===== src/rtl/sysbus_mem_responder_pkg.sv =====
// Shared types and default window constants for SysBus responders.
package sysbus_mem_responder_pkg;

    // Transaction phases of a memory-side SysBus responder.
    typedef enum logic [2:0] {
        RspIdle,
        RspAddr,
        RspRdReq,
        RspRdDrv,
        RspWrDone
    } resp_state_t;

    // Default window: 1K words starting at word address 0 on a 16-bit bus.
    localparam int          DefAddrW     = 16;
    localparam logic [15:0] DefBase      = 16'h0000;
    localparam int          DefDepthLog2 = 10;

endpackage


===== src/rtl/sysbus_mem_responder_if.sv =====
// Multiplexed SysBus signal bundle: processor side is master, memory side is slave.
interface sysbus_mem_responder_if #(
    parameter int ADDR_W = 16
);
    logic [ADDR_W-1:0] SysBusIn;
    logic [ADDR_W-1:0] SysBusOut;
    logic              SysBusOe;
    logic              ALE;
    logic              nME;
    logic              nOE;
    logic              nWE;

    modport master (
        output SysBusIn, ALE, nME, nOE, nWE,
        input  SysBusOut, SysBusOe
    );

    modport slave (
        input  SysBusIn, ALE, nME, nOE, nWE,
        output SysBusOut, SysBusOe
    );
endinterface


===== src/rtl/sysbus_mem_responder_addr_decode.sv =====
// Window decoder: flags addresses inside [BASE, BASE + 2**DEPTH_LOG2) and
// produces the word offset into the window.
module sysbus_addr_decode
    import sysbus_mem_responder_pkg::*;
#(
    parameter int                ADDR_W     = DefAddrW,
    parameter logic [ADDR_W-1:0] BASE       = ADDR_W'(DefBase),
    parameter int                DEPTH_LOG2 = DefDepthLog2
) (
    input  logic [ADDR_W-1:0]     AddrIn,
    output logic                  Hit,
    output logic [DEPTH_LOG2-1:0] RamAddr
);
    // The window end is computed one bit wider than the bus, so a window that
    // runs past the top of the address space simply ends at 2**ADDR_W instead
    // of wrapping around to low addresses.
    localparam logic [ADDR_W:0] WinEnd = {1'b0, BASE} + ((ADDR_W + 1)'(1) << DEPTH_LOG2);

    // Range compare and offset; the offset keeps only the low DEPTH_LOG2 bits.
    always_comb begin
        Hit     = (AddrIn >= BASE) && ({1'b0, AddrIn} < WinEnd);
        RamAddr = DEPTH_LOG2'(AddrIn - BASE);
    end
endmodule


===== src/rtl/sysbus_mem_responder.sv =====
// Memory-side SysBus responder: latches the address on ALE, then turns the
// nOE/nWE strobes into single-cycle RAM read/write requests and drives read
// data back onto the bus. All outputs are registered.
module sysbus_mem_responder
    import sysbus_mem_responder_pkg::*;
#(
    parameter int                ADDR_W     = DefAddrW,
    parameter logic [ADDR_W-1:0] BASE       = ADDR_W'(DefBase),
    parameter int                DEPTH_LOG2 = DefDepthLog2
) (
    input  logic                  Clock,
    input  logic                  nReset,
    sysbus_mem_responder_if.slave Bus,
    output logic [DEPTH_LOG2-1:0] RamAddr,
    output logic                  RamRe,
    input  logic [ADDR_W-1:0]     RamRData,
    output logic                  RamWe,
    output logic [ADDR_W-1:0]     RamWData,
    output logic                  Err
);
    resp_state_t           state, stateNxt;
    logic                  decHit;
    logic [DEPTH_LOG2-1:0] decAddr;
    // The latched address is only ever used as a window offset, so it is held
    // pre-decoded together with its hit flag.
    logic                  hitReg, hitNxt;
    logic [DEPTH_LOG2-1:0] offsetReg, offsetNxt;
    logic [ADDR_W-1:0]     busOutReg, busOutNxt;
    logic                  busOeReg, busOeNxt;
    logic [DEPTH_LOG2-1:0] ramAddrNxt;
    logic                  ramReNxt, ramWeNxt, errNxt;
    logic [ADDR_W-1:0]     ramWDataNxt;
    logic                  rdStrobe, wrStrobe, bothStrobe;

    sysbus_addr_decode #(
        .ADDR_W     (ADDR_W),
        .BASE       (BASE),
        .DEPTH_LOG2 (DEPTH_LOG2)
    ) u_decode (
        .AddrIn  (Bus.SysBusIn),
        .Hit     (decHit),
        .RamAddr (decAddr)
    );

    assign rdStrobe   = !Bus.nOE && Bus.nWE;
    assign wrStrobe   = !Bus.nWE && Bus.nOE;
    assign bothStrobe = !Bus.nOE && !Bus.nWE;

    assign Bus.SysBusOut = busOutReg;
    assign Bus.SysBusOe  = busOeReg;

    // State register.
    always_ff @(posedge Clock or negedge nReset) begin
        // NOTE: sequential state is only ever updated with non-blocking assignments,
        // so every register sees the pre-edge value of every other register.
        if (!nReset) state <= RspIdle;
        else         state <= stateNxt;
    end

    // Next state: deselect and re-latch take priority over the current phase.
    always_comb begin
        // NOTE: assigning a default before any branch keeps this block purely
        // combinational; a path that leaves stateNxt unassigned would infer a latch.
        stateNxt = state;
        if (Bus.nME) begin
            stateNxt = RspIdle;
        end else if (Bus.ALE) begin
            stateNxt = RspAddr;
        end else begin
            case (state)
                RspAddr: begin
                    if (hitReg && rdStrobe)      stateNxt = RspRdReq;
                    else if (hitReg && wrStrobe) stateNxt = RspWrDone;
                end
                // RamRe is high during the first RdReq cycle; the data arrives the
                // cycle after, so the phase lasts two cycles.
                RspRdReq:  if (!RamRe)   stateNxt = RspRdDrv;
                RspRdDrv:  if (Bus.nOE)  stateNxt = RspIdle;
                RspWrDone: if (Bus.nWE)  stateNxt = RspIdle;
                default:                 stateNxt = RspIdle;
            endcase
        end
    end

    // Output and datapath next values; strobes and bus drive default to off.
    always_comb begin
        hitNxt      = hitReg;
        offsetNxt   = offsetReg;
        busOutNxt   = busOutReg;
        busOeNxt    = 1'b0;
        ramAddrNxt  = RamAddr;
        ramReNxt    = 1'b0;
        ramWeNxt    = 1'b0;
        ramWDataNxt = RamWData;
        errNxt      = Err;
        if (!Bus.nME) begin
            if (Bus.ALE) begin
                hitNxt    = decHit;
                offsetNxt = decAddr;
            end else begin
                case (state)
                    RspAddr: begin
                        if (bothStrobe) begin
                            errNxt = 1'b1;
                        end else if (hitReg && rdStrobe) begin
                            ramReNxt   = 1'b1;
                            ramAddrNxt = offsetReg;
                        end else if (hitReg && wrStrobe) begin
                            ramWeNxt    = 1'b1;
                            ramAddrNxt  = offsetReg;
                            ramWDataNxt = Bus.SysBusIn;
                        end
                    end
                    RspRdReq: begin
                        if (!RamRe) begin
                            busOutNxt = RamRData;
                            busOeNxt  = 1'b1;
                        end
                    end
                    RspRdDrv: busOeNxt = !Bus.nOE;
                    default:  ;
                endcase
            end
        end
    end

    // Output and datapath registers.
    always_ff @(posedge Clock or negedge nReset) begin
        if (!nReset) begin
            hitReg    <= 1'b0;
            offsetReg <= '0;
            busOutReg <= '0;
            busOeReg  <= 1'b0;
            RamAddr   <= '0;
            RamRe     <= 1'b0;
            RamWe     <= 1'b0;
            RamWData  <= '0;
            Err       <= 1'b0;
        end else begin
            hitReg    <= hitNxt;
            offsetReg <= offsetNxt;
            busOutReg <= busOutNxt;
            busOeReg  <= busOeNxt;
            RamAddr   <= ramAddrNxt;
            RamRe     <= ramReNxt;
            RamWe     <= ramWeNxt;
            RamWData  <= ramWDataNxt;
            Err       <= errNxt;
        end
    end
endmodule


===== src/flat_wrapper.sv =====
// flat-port wrapper written by rule: the top's interface ports become plain ports
module sysbus_mem_responder_flat import sysbus_mem_responder_pkg::*;
#(
    parameter int                ADDR_W     = DefAddrW,
    parameter logic [ADDR_W-1:0] BASE       = ADDR_W'(DefBase),
    parameter int                DEPTH_LOG2 = DefDepthLog2
)
  (Clock, nReset, RamAddr, RamRe, RamRData, RamWe, RamWData, Err, Bus_SysBusIn, Bus_ALE, Bus_nME, Bus_nOE, Bus_nWE, Bus_SysBusOut, Bus_SysBusOe);
  sysbus_mem_responder_if #(.ADDR_W(ADDR_W)) Bus_i ();
  input  logic Clock;
  input  logic nReset;
  output logic [DEPTH_LOG2-1:0] RamAddr;
  output logic RamRe;
  input  logic [ADDR_W-1:0] RamRData;
  output logic RamWe;
  output logic [ADDR_W-1:0] RamWData;
  output logic Err;
  input wire logic [$bits(Bus_i.SysBusIn)-1:0] Bus_SysBusIn;
  input wire logic [$bits(Bus_i.ALE)-1:0] Bus_ALE;
  input wire logic [$bits(Bus_i.nME)-1:0] Bus_nME;
  input wire logic [$bits(Bus_i.nOE)-1:0] Bus_nOE;
  input wire logic [$bits(Bus_i.nWE)-1:0] Bus_nWE;
  output wire logic [$bits(Bus_i.SysBusOut)-1:0] Bus_SysBusOut;
  output wire logic [$bits(Bus_i.SysBusOe)-1:0] Bus_SysBusOe;
  assign Bus_i.SysBusIn = Bus_SysBusIn;
  assign Bus_i.ALE = Bus_ALE;
  assign Bus_i.nME = Bus_nME;
  assign Bus_i.nOE = Bus_nOE;
  assign Bus_i.nWE = Bus_nWE;
  assign Bus_SysBusOut = Bus_i.SysBusOut;
  assign Bus_SysBusOe = Bus_i.SysBusOe;
  sysbus_mem_responder #(.ADDR_W(ADDR_W), .BASE(BASE), .DEPTH_LOG2(DEPTH_LOG2)) u_core (.Clock(Clock), .nReset(nReset), .Bus(Bus_i), .RamAddr(RamAddr), .RamRe(RamRe), .RamRData(RamRData), .RamWe(RamWe), .RamWData(RamWData), .Err(Err));
endmodule

===== config.mk =====
export PLATFORM = sky130hd
export DESIGN_NAME = sysbus_mem_responder_flat
export DESIGN_NICKNAME = d
export VERILOG_FILES = /design/src/rtl/sysbus_mem_responder_pkg.sv /design/src/rtl/sysbus_mem_responder_if.sv /design/src/rtl/sysbus_mem_responder_addr_decode.sv /design/src/rtl/sysbus_mem_responder.sv /design/src/flat_wrapper.sv
export SDC_FILE = /design/constraint.sdc
export NUM_CORES = 1
export LEC_CHECK = 0
export ABC_AREA = 1
export CORE_MARGIN = 4
export CORE_UTILIZATION = 45
export DETAILED_ROUTE_END_ITERATION = 12
export GPL_ROUTABILITY_DRIVEN = 0
export PLACE_DENSITY = 0.79
export SYNTH_ARGS = -nofsm -noshare
export SYNTH_HDL_FRONTEND = slang
export SYNTH_SLANG_ARGS = --single-unit

===== constraint.sdc =====
create_clock -name Clock -period 1.4 [get_ports Clock]
set_input_delay 0.14 -clock Clock [delete_from_list [all_inputs] [get_ports Clock]]
set_output_delay 0.14 -clock Clock [all_outputs]
set_load 0.02 [all_outputs]

**Word level (Yosys, flattened, before mapping)**

Index checks and enable logic that the tools add are counted.

- Order comparisons: 2
- Equality and inequality tests: 8
- Mux-type cells: 25
- Bitwise operators: 5
- Reduce and logical (&&, ||, !) cells: 15

Operator list:

| cell | number |
|---|---|
| $mux W3 | 7 |
| $mux W10 | 2 |
| $ge A16 B1 Y1 const B | 1 |
| $lt A16 B11 Y1 const B | 1 |
| $mux W1 | 14 |
| $ne A4 B4 Y1 const B | 3 |
| $pmux W3 S4 | 1 |
| $reduce_and A4 Y1 | 3 |
| $eq A3 B2 Y1 const B | 2 |
| $logic_and A1 B1 Y1 | 6 |
| $reduce_and A6 Y1 | 1 |
| $ne A5 B3 Y1 const B | 1 |
| $not A1 Y1 | 5 |
| $reduce_and A5 Y1 | 1 |
| $eq A3 B1 Y1 const B | 1 |
| $eq A3 B3 Y1 const B | 1 |
| $logic_not A1 Y1 | 2 |
| $pmux W1 S2 | 1 |
| $reduce_and A2 Y1 | 1 |
| $reduce_bool A2 Y1 | 1 |

- Register bits after elaboration: 60
- Input bits: 38

**Longest topological paths before layout**

- Depth after elaboration: 9
- Depth in mapped cells: 8

**Hierarchy**

A second synthesis with hierarchy kept.

- Cell total of the unflattened synthesis: 285
- Area total of the unflattened synthesis: 2517.4 µm²

By module, submodules not included:

| module | times used | cells an instance | area each (µm²) |
|---|---|---|---|
| sysbus_mem_responder | 1 | 270 | 2421.1 |
| sysbus_addr_decode | 1 | 15 | 96.3 |

**Worst setup path before layout**

OpenSTA, ideal clock, no wires.

- Path kind: flip-flop to flip-flop
- Start point: register u_core.state[0]
- End point: register u_core.busOutReg[0] (netlist: u_core.Bus.SysBusOut[0])
- Setup time: 0.117 ns
- Data arrival time: 1.144 ns
- Required time: 1.283 ns
- Setup slack: 0.139 ns
- Cell stages (with the launch flop): 6
- Path buffers: 1
- Cell sequence: dfrtp_1 > nor3_4 > nand2_4 > buf_6 > nand2_1 > nand2_1

- Word-level cells in the longest chain between the ends: 2

Ends and longest elaborated chain:

| element | line | text |
|---|---|---|
| start, declared | sysbus_mem_responder.sv:21 | `resp_state_t state, stateNxt;` |
| start signal, assigned | sysbus_mem_responder.sv:56 | `if (!nReset) state <= RspIdle;` |
| start signal, assigned | sysbus_mem_responder.sv:57 | `else state <= stateNxt;` |
| $eq A3 B2 Y1 | sysbus_mem_responder.sv:101 | `case (state)` |
| $reduce_and A4 Y1 (no source line) | -- |  |
| end signal, assigned | sysbus_mem_responder.sv:142 | `busOutReg <= busOutNxt;` |
| end, declared | sysbus_mem_responder.sv:28 | `logic [ADDR_W-1:0] busOutReg, busOutNxt;` |

Every way passes these cells.
A chain may end at the register's enable or synchronous reset.

**Final worst setup path**

- Start point: register u_core.state[1]
- End point: register u_core.RamAddr[2]

- Word-level cells in the longest chain between the ends: 2

Ends and longest elaborated chain:

| element | line | text |
|---|---|---|
| $eq A3 B1 Y1 | sysbus_mem_responder.sv:101 |  |
| $reduce_and A5 Y1 (no source line) | -- |  |
| end signal, assigned | sysbus_mem_responder.sv:144 | `RamAddr <= ramAddrNxt;` |
| end, declared | sysbus_mem_responder.sv:14 | `output logic [DEPTH_LOG2-1:0] RamAddr,` |

Every way passes these cells.

==> metrics.cfg <==
[run_status]
outcome=completed

[grt]
grt_pass1_wl_mm=10.0
grt_usage_pct=19.8
grt_pass1_vias=2183
grt-ovfl-total=0
antenna_found_initial=0
grt_max_degree=61

[route]
drtPass1Iterations=4
wire_per_inst_um=13.6
via_per_inst=4.80
drc=0
vias=2187
ant_nets=0
drtIter0Drc=83
wirelength_mm=6.20

[sta]
tightest_slew_ns=0.319
setup_viol=0
finalHoldViolCount=0
fin_crit_sh_pct=96.2
slew-limit-headroom_pct=78.7
finalMaxSlewViolations=0
setup_ws_ns=0.0536
skew_ns=0.00598
final.min_clock_period_ns=1.35
fin_setup_tns_ns=0
hold_slack_ns=0.348
fmax_mhz=743

[worst_setup_path]
arrival_ns=1.57
crit_path_cell_trace=inv_2 > nand3_4 > nor2_4 > o21ai_2 > buf_12 > nand2_1 > o21ai_2
crit_family=flip-flops
worstSetupPathType=flop to flop
startpoint_type=flop
cp_slowest_cell=dfrtp_1
slowest_delay_ns=0.41
crit_buf_inv=2
path_common_cell=o21ai_2
worstPathMaxFanout=20
end_kind=flop
critPathRequiredTime_ns=1.62

[cells_and_area]
n_antenna_cell=0
drive_above_1_share_pct=13.7
mostFrequentLayoutCells=114 x nand2_1, 59 x dfrtp_1, 46 x dlygate4sd2_1
finish.utilization_pct=70.6
syn_to_final_growth_pct=50.1
layout_commonest_cell=nand2_1
final_nets=419

[die]
placementRows=26
core_mm2=0.00520
dieHeight_um=81.8
initial_core_util_pct=47.1
die_area_mm2=0.00669
pin_count=84
die_w_um=81.8

[clocking]
clock_latency_ns=0.33
cts_buffers=9
clk_pin_slew_ns=0.07
clkSinkCount=60
cts_tree=done
clock_tree.root_cell=clkbuf_8
cts-htree-levels=3
cts.path.max_buffers=2

[synthesis]
yosysTopAreaCell=dfrtp_1
ys_seq_area_share_pct=61.3
syn_inst=273
synth_top_cell_area_share_pct=61.3
synth_cell_types=23
yosys_warnings=0
syn_area_per_cell_um2=8.97
syn_nets=311
synth_area_leaders=dfrtp_1 61%, nand2_1 17%, nand3_1 5.1%, inv_1 2.8%, o21ai_0 2.2%
syn-cell-area_mm2=0.00245
synth_seq_cells=60

[min_path]
hold_class=input port to asynchronous set/reset pin

[place]
numPortBuffers=83
dp_slack_ns=-0.176
dp_hpwl_mm=4.41

[power]
ir_drop_mv=0.581
cellLeakagePower_uw=0.00206
p_per_area_mw_per_mm2=1020

[run]
drv_cap=0

[repair_timing]
item | 4_1_cts | 5_1_grt
endpoints found under the hold margin | 60 | 0
setup buffers | 0 | 3
gates resized for setup | 46 | 8
endpoints found under the setup margin | 46 | 30
pin swaps | 0 | 2
hold buffers | 1 | 0
[metrics by stage]
stage | cell area [um^2] | power (uW) | instances
after detailed placement | 3480 | 2320 | 436
after global routing | 3680 | 3920 | 456
after CTS | 3620 | 3790 | 453
after floorplan | 2450 | 2020 | 273
final | 3680 | 3740 | 456
after global placement | 3480 | 2310 | 436
[worst min-delay path: cells and delay by family]
| family | cells | cell delay, ns |
|---|---|---|
| buffers and inverters | 3 | 0.92 |
[final cells by class]
type	instances	area, um^2
clock buffer	9	124
clock inverter	7	67.6
sequential	60	1500
tap	70	87.6
fill	426	1530
timing repair buffer	106	981
multi-input combinational	185	837
inverter	19	76.3
[final timing paths]
check / from / end / slack (ns) / cells after the start
worst min register to register: u_core.Err / u_core.Err / 0.46 / 1
min in group Clock: RamRData[15] / u_core.Bus.SysBusOut[15] / 0.37 / 3
worst max register to register: u_core.state[1] / u_core.RamAddr[2] / 0.05 / 7
worst max-delay path: u_core.state[1] / u_core.RamAddr[2] / 0.05 / 7
worst min-delay path: nReset / u_core.Bus.SysBusOe / 0.35 / 3
max in group asynchronous: nReset / u_core.state[0] / 0.79 / 3
[where the power goes]
| group | total (uW) | internal [uW] | switching, uW |
|---|---|---|---|
| logic | 413 | 198 | 215 |
| registers | 1850 | 1810 | 36.0 |
| clock network | 1480 | 810 | 674 |
[cells in the mapped netlist]
| library cell | count |
|---|---|
| nor3_4 | 1 |
| buf_4 | 2 |
| inv_1 | 18 |
| dfrtp_1 | 60 |
| clkbuf_1 | 2 |
| buf_2 | 3 |
| nor2_2 | 1 |
| nand2_1 | 114 |
| o21ai_0 | 11 |
| buf_8 | 1 |
| a21o_1 | 1 |
| nor4_1 | 1 |
| o21ai_1 | 11 |
| nand3_2 | 1 |
| a21oi_1 | 1 |
| nand2_2 | 1 |
| inv_6 | 1 |
| nor2_1 | 13 |
| nor2_4 | 1 |
| buf_6 | 1 |
| nand3_1 | 25 |
| nor3_1 | 1 |
| nand2_4 | 2 |
[state kept, by name (all words and copies together) (netlist names)]
register              cells
u_core.RamWe              1
u_core.Bus.SysBusOut     16
u_core.hitReg             1
u_core.Bus.SysBusOe       1
u_core.Err                1
u_core.state              3
u_core.RamAddr           10
u_core.RamWData          16
u_core.RamRe              1
u_core.offsetReg         10
[cells by family after synthesis]
logic type             Yosys count  synth area share [%]
AND/OR/NAND/NOR                161                  28.0
AO/OA/AOI/OAI                   24                  5.00
flip-flops                      60                  61.3
buffers and inverters           28                  5.72
[routing by layer]
layer  share of wire (%)  routed length [um]  vias up  track usage, %
met4                0.73                  45        0            5.98
met2                  48                2950       92            32.0
met1                  43                2650     1014            25.2
met3                 9.0                 557        4            6.80
li1                    -                   -     1077               -
met5                   0                   0        -               0
No activity file was read; power rests on OpenSTA's default activity.
